`src/rtl/word_ser_pkg.sv`:
```
// Shared types and constants for the word-to-byte serializer and its byte lane mux.
package word_ser_pkg;

    typedef enum logic {
        IDLE = 1'b0,
        SEND = 1'b1
    } state_t;

    localparam int BYTE_W = 8;
    localparam int BYTES  = 4;

    typedef logic [1:0] len_t;

    // Ones in every bit above byte index len; such bits are dropped by the serializer.
    function automatic logic [BYTES*BYTE_W-1:0] above_len_mask(input len_t len);
        logic [BYTES*BYTE_W-1:0] ones;
        ones = '1;
        return ones << (BYTE_W * (int'(len) + 1));
    endfunction

endpackage

```
`src/rtl/byte_lane_mux.sv`:
```
// Combinational 32-to-8 byte lane select by 2-bit byte index; shared with load-byte logic.
module byte_lane_mux
    import word_ser_pkg::*;
(
    input  logic [BYTES*BYTE_W-1:0] word_i,
    input  len_t                    sel_i,
    output logic [BYTE_W-1:0]       byte_o
);

    always_comb begin
        byte_o = word_i[BYTE_W-1:0];
        case (sel_i)
            2'd0: byte_o = word_i[1*BYTE_W-1:0*BYTE_W];
            2'd1: byte_o = word_i[2*BYTE_W-1:1*BYTE_W];
            2'd2: byte_o = word_i[3*BYTE_W-1:2*BYTE_W];
            2'd3: byte_o = word_i[4*BYTE_W-1:3*BYTE_W];
            default: byte_o = word_i[BYTE_W-1:0];
        endcase
    end

endmodule

```
`src/rtl/word_byte_serializer.sv`:
```
// Serializes a 32-bit word into 1-4 bytes over a valid/ready byte stream.
// Define WORD_BYTE_SERIALIZER_TRUNC_CHECK_EN to add the sticky trunc_err output.
module word_byte_serializer
    import word_ser_pkg::*;
#(
    parameter bit BIG_ENDIAN = 1'b0,
    parameter int WORD_W     = 32
) (
    input  logic              clk,
    input  logic              rst_n,
    input  logic              in_valid,
    output logic              in_ready,
    input  logic [WORD_W-1:0] in_word,
    input  len_t              in_len,
    output logic              out_valid,
    input  logic              out_ready,
    output logic [BYTE_W-1:0] out_byte,
    output logic              out_last,
`ifdef WORD_BYTE_SERIALIZER_TRUNC_CHECK_EN
    output logic              trunc_err,
`endif
    output logic              busy
);

    if (WORD_W != BYTES * BYTE_W) begin : g_word_w_check
        $error("word_byte_serializer: WORD_W must be 32");
    end

    // Handshake semantics on both sides: a transfer happens on a rising clk edge
    // where valid & ready are both 1. A raised valid is held with its data stable
    // until that transfer; ready may change freely and carries no obligation.

    state_t                  state_q, state_d;
    logic [WORD_W-1:0]       hold_q, hold_d;
    len_t                    len_q, len_d;
    len_t                    cnt_q, cnt_d;
    logic                    out_valid_q, out_valid_d;
    logic                    out_last_q, out_last_d;
    logic [BYTE_W-1:0]       out_byte_q, out_byte_d;
    len_t                    sel_d;
    logic [BYTE_W-1:0]       lane_byte;
    logic                    take_last;
    logic                    accept;

    assign take_last = out_valid_q & out_ready & out_last_q;
    assign in_ready  = (state_q == IDLE) | take_last;
    assign accept    = in_valid & in_ready;

    always_comb begin
        state_d = state_q;
        hold_d  = hold_q;
        len_d   = len_q;
        cnt_d   = cnt_q;
        if (accept) begin
            state_d = SEND;
            hold_d  = in_word;
            len_d   = in_len;
            cnt_d   = '0;
        end else if (out_valid_q && out_ready) begin
            if (out_last_q) begin
                state_d = IDLE;
                cnt_d   = '0;
            end else begin
                cnt_d = cnt_q + 2'd1;
            end
        end
    end

    // Outputs are registered, so the lane is chosen from the next-state hold/len/cnt.
    always_comb begin
        sel_d = BIG_ENDIAN ? len_t'(len_d - cnt_d) : cnt_d;
    end

    byte_lane_mux u_lane_mux (
        .word_i (hold_d),
        .sel_i  (sel_d),
        .byte_o (lane_byte)
    );

    always_comb begin
        out_valid_d = (state_d == SEND);
        out_last_d  = (state_d == SEND) && (cnt_d == len_d);
        out_byte_d  = (state_d == SEND) ? lane_byte : out_byte_q;
    end

    always_ff @(posedge clk or negedge rst_n) begin
        if (!rst_n) begin
            state_q     <= IDLE;
            hold_q      <= '0;
            len_q       <= '0;
            cnt_q       <= '0;
            out_valid_q <= 1'b0;
            out_last_q  <= 1'b0;
            out_byte_q  <= '0;
        end else begin
            state_q     <= state_d;
            hold_q      <= hold_d;
            len_q       <= len_d;
            cnt_q       <= cnt_d;
            out_valid_q <= out_valid_d;
            out_last_q  <= out_last_d;
            out_byte_q  <= out_byte_d;
        end
    end

    assign out_valid = out_valid_q;
    assign out_last  = out_last_q;
    assign out_byte  = out_byte_q;
    assign busy      = (state_q == SEND);

`ifdef WORD_BYTE_SERIALIZER_TRUNC_CHECK_EN
    logic trunc_err_q, trunc_err_d;

    always_comb begin
        trunc_err_d = trunc_err_q;
        if (accept && ((in_word & above_len_mask(in_len)) != '0)) begin
            trunc_err_d = 1'b1;
        end
    end

    always_ff @(posedge clk or negedge rst_n) begin
        if (!rst_n) begin
            trunc_err_q <= 1'b0;
        end else begin
            trunc_err_q <= trunc_err_d;
        end
    end

    assign trunc_err = trunc_err_q;
`endif

endmodule
```
`config.mk`:
```
export PLATFORM = sky130hd
export DESIGN_NAME = word_byte_serializer
export DESIGN_NICKNAME = d
export VERILOG_FILES = /design/src/rtl/word_ser_pkg.sv /design/src/rtl/byte_lane_mux.sv /design/src/rtl/word_byte_serializer.sv
export SDC_FILE = /design/constraint.sdc
export NUM_CORES = 1
export LEC_CHECK = 0
export ABC_CLOCK_PERIOD_IN_PS = 2480
export CAP_MARGIN = 25
export CORE_MARGIN = 4
export CORE_UTILIZATION = 55
export CTS_CLUSTER_SIZE = 28
export DETAILED_ROUTE_END_ITERATION = 6
export PLACE_DENSITY = 0.93
export RECOVER_POWER = 50
export SYNTH_ARGS = -nofsm -noshare
export SYNTH_HDL_FRONTEND = slang
export SYNTH_SLANG_ARGS = --single-unit
```
`constraint.sdc`:
```
create_clock -name clk -period 2.48 [get_ports clk]
set_input_delay 0.372 -clock clk [delete_from_list [all_inputs] [get_ports clk]]
set_output_delay 0.372 -clock clk [all_outputs]
set_load 0.005 [all_outputs]
```
==> impl_summary.log <==
[metrics] commonest non-fill, non-tap cell in the layout: sky130_fd_sc_hd__dfrtp_1
[metrics] peak clock frequency supported by timing: 0.441 GHz
[metrics] nets: 326
[metrics] final hold violation count: 0
[metrics] die area: 0.00540 sq mm
[metrics] All-Layer GR Usage: 0.233
[metrics] WL per Instance: 17.2 microns
[metrics] layout overhead on the synthesized area: 27.5%
[metrics] final period utilization: 0.915
[metrics] Post-synth top flop: sky130_fd_sc_hd__dfrtp_1
[metrics] horizontal extent of the die: 73.5 microns
[metrics] via count: 2079
[metrics] Setup Total Neg Slack: 0 ns
[metrics] number of standard-cell rows in the floorplan: 23
[metrics] commonest cells after routing, fill and taps aside: sky130_fd_sc_hd__dfrtp_1, sky130_fd_sc_hd__clkdlybuf4s50_1, sky130_fd_sc_hd__and2_1, sky130_fd_sc_hd__inv_1, sky130_fd_sc_hd__a32oi_1
[metrics] GP Congestion: 0.840
[metrics] Layout Cell Area excl Fill: 0.00301 sq mm
[metrics] worst max-slew margin expressed relative to the limit: 0.359
[metrics] number of antenna violations at the first check in global routing: 0
[metrics] DR iter-0 viols: 197
[metrics] cell type contributing the most total cell area after synthesis: sky130_fd_sc_hd__dfrtp_1
[metrics] leading cell types by total area after synthesis: sky130_fd_sc_hd__dfrtp_1, sky130_fd_sc_hd__a32oi_1, sky130_fd_sc_hd__and2_1, sky130_fd_sc_hd__inv_1, sky130_fd_sc_hd__o31a_1
[metrics] maximum number of pins on one net before global-route repair: 47
[metrics] global-route wire length before repair: 9580 microns
[metrics] Post-CTS Setup Bufs: 0
[metrics] Sink Count: 46
[metrics] part of the Yosys area used for sequential elements: 0.488
[metrics] sort of element at the start of the critical path: input pin
[metrics] run status: completed
[metrics] Post-DRT Antenna Nets: 0
[metrics] number of flops mapped to enable cells by yosys: 0
[metrics] number of input and output port buffers inserted: 49
[metrics] total of hold buffers inserted after clock tree synthesis: 0
[metrics] total power divided by cell area: 1060 mW/mm^2
[metrics] CTS buffer count: 5
[metrics] Final setup violation count: 0
[metrics] Gate Count Post-Synth: 236
[metrics] drc violations: 0
[metrics] mean cell area of the mapped netlist: 9.99 sq um
[metrics] Clock Root Buffer: sky130_fd_sc_hd__clkbuf_8
[metrics] measured slew at the worst slew-check pin: 0.962 ns
[metrics] vertical die dimension: 73.5 microns
[metrics] number of gates resized after cts: 0
[metrics] maximum number of buffers from clock root to sink: 2
[metrics] crit-path max FO: 8
[metrics] Post-Route WL: 5830 microns
[metrics] total iterations of the first detailed-routing run: 4
[metrics] TritonCTS clock tree: yes
[metrics] vias in the first global route: 1955
[metrics] CTS H-Tree Depth: 2
[metrics] clock slew at reported path FFs: 0.08 ns
[metrics] standard cell area after detailed placement: 0.00292 sq mm
[metrics] core area: 0.00409 sq mm
[metrics] detail-routed via count per cell: 6.15
[metrics] fraction of final layout cells with drive strength greater than 1: 0.0868
[metrics] Fin Clk Skew: 0.00567 ns
[metrics] synth warn: 0
[metrics] time the final worst path needs with I/O delays and setup: 2.27 ns
[metrics] total global routing overflow: 0
[metrics] later-pin clock latency in the skew report: 0.31 ns
[metrics] share of synthesized registers carrying an async set or reset: 1.00
[metrics] maximum VDD drop: 0.468 mV
[metrics] I/O pins: 50
[metrics] area of the mapped netlist: 0.00236 sq mm
[metrics] worst path required time: 2.11 ns
[metrics] reported max-cap violation count: 0
[metrics] number of distinct library cell variants in the gate-level netlist after synthesis: 34
[metrics] detailed-placement wirelength estimate: 4170 microns
[metrics] count of inserted antenna diode cells: 0
[metrics] worst setup path class: input pin to output pin
[metrics] Hold Path Class: input pin to asynchronous set/reset pin
[metrics] leakage component of the power: 1.40 nW
[metrics] CP Data Arrival Time: 1.90 ns
[metrics] endpoint class of the critical path: output pin
[metrics] Initial Util: 0.577
[metrics] flops & latches, synth: 46
[metrics] setup repair after global routing missed its margin: false
[metrics] fraction of synthesized cell area taken by the top area cell type: 0.488
[metrics] total count of max-transition violations in the final report: 0
[metrics] Post-Syn Nets: 274
final timing paths:
path | start | to | slack (ns) | depth (start not counted)
worst min-delay path | rst_n | len_q[0] | 0.49 | 2
max in group asynchronous | rst_n | hold_q[19] | 0.73 | 3
min in group clk | hold_q[31] | hold_q[31] | 0.51 | 2
worst max-delay path | out_ready | in_ready | 0.21 | 4
worst min register to register | hold_q[31] | hold_q[31] | 0.51 | 2
worst max register to register | out_valid | out_last | 0.61 | 6
report_power, final:
group / internal, mW / switching, mW
Clock: 0.194 / 0.243
Combinational: 0.722 / 0.763
Sequential: 1.10 / 0.163
metal layers:
layer / up-vias / global-route usage / wire, microns
met5: - / 0 / 0
met4: 0 / 0.0624 / 67
met3: 8 / 0.0657 / 456
met2: 80 / 0.389 / 2900
met1: 1037 / 0.297 / 2400
li1: 954 / - / -
critical path, cell delays in order:
cell and delay, ns:
sky130_fd_sc_hd__dlygate4sd3_1 0.71, sky130_fd_sc_hd__a21boi_4 0.10, sky130_fd_sc_hd__inv_2 0.18, sky130_fd_sc_hd__clkdlybuf4s50_1 0.54
final cells by class:
class | instances | area (sq um)
Fill cell | 306 | 1080
Tap cell | 50 | 62.6
Multi-Input combinational cell | 137 | 982
Sequential cell | 46 | 1150
Timing Repair Buffer | 63 | 602
Inverter | 35 | 131
Clock buffer | 7 | 76.3
logic make-up (layout without fill, tap and decap cells):
| logic type | Yosys count | count (layout) | synth area share |
|---|---|---|---|
| AO/OA/AOI/OAI | 69 | 69 | 0.248 |
| buffers and inverters | 53 | 105 | 0.0950 |
| AND/OR/NAND/NOR | 65 | 65 | 0.156 |
| multiplexers | 2 | 2 | 0.00902 |
| XOR/XNOR | 1 | 1 | 0.00372 |
| flip-flops | 46 | 46 | 0.488 |
stage by stage:
step / hold slack (ns) / util / power, mW / cells / worst slack, ns
final: 0.487 / 0.735 / 3.19 / 338 / 0.211
after global routing: 0.528 / 0.735 / 3.40 / 338 / 0.178
after CTS: 0.257 / 0.732 / 3.20 / 336 / 0.287
after detailed placement: 0.491 / 0.713 / 2.77 / 329 / 0.203
after global placement: 0.481 / 0.713 / 2.68 / 329 / 0.300
after floorplan: 0.0764 / - / 2.19 / 236 / 0.756
cell usage after synthesis (all sizes together) (8+ instances only):
| cell type | n |
|---|---|
| and2 | 35 |
| a31oi | 8 |
| nor3 | 8 |
| inv | 35 |
| o31a | 8 |
| nor2 | 9 |
| dfrtp | 46 |
| a32oi | 33 |
| o22ai | 8 |
| buf | 9 |
| clkbuf | 9 |
sequential cells by signal, summed over array words and instances (netlist names):
name       cells
out_byte       8
out_valid      1
hold_q        32
len_q          2
out_last       1
cnt_q          2
(Power assumes the default switching activity.)
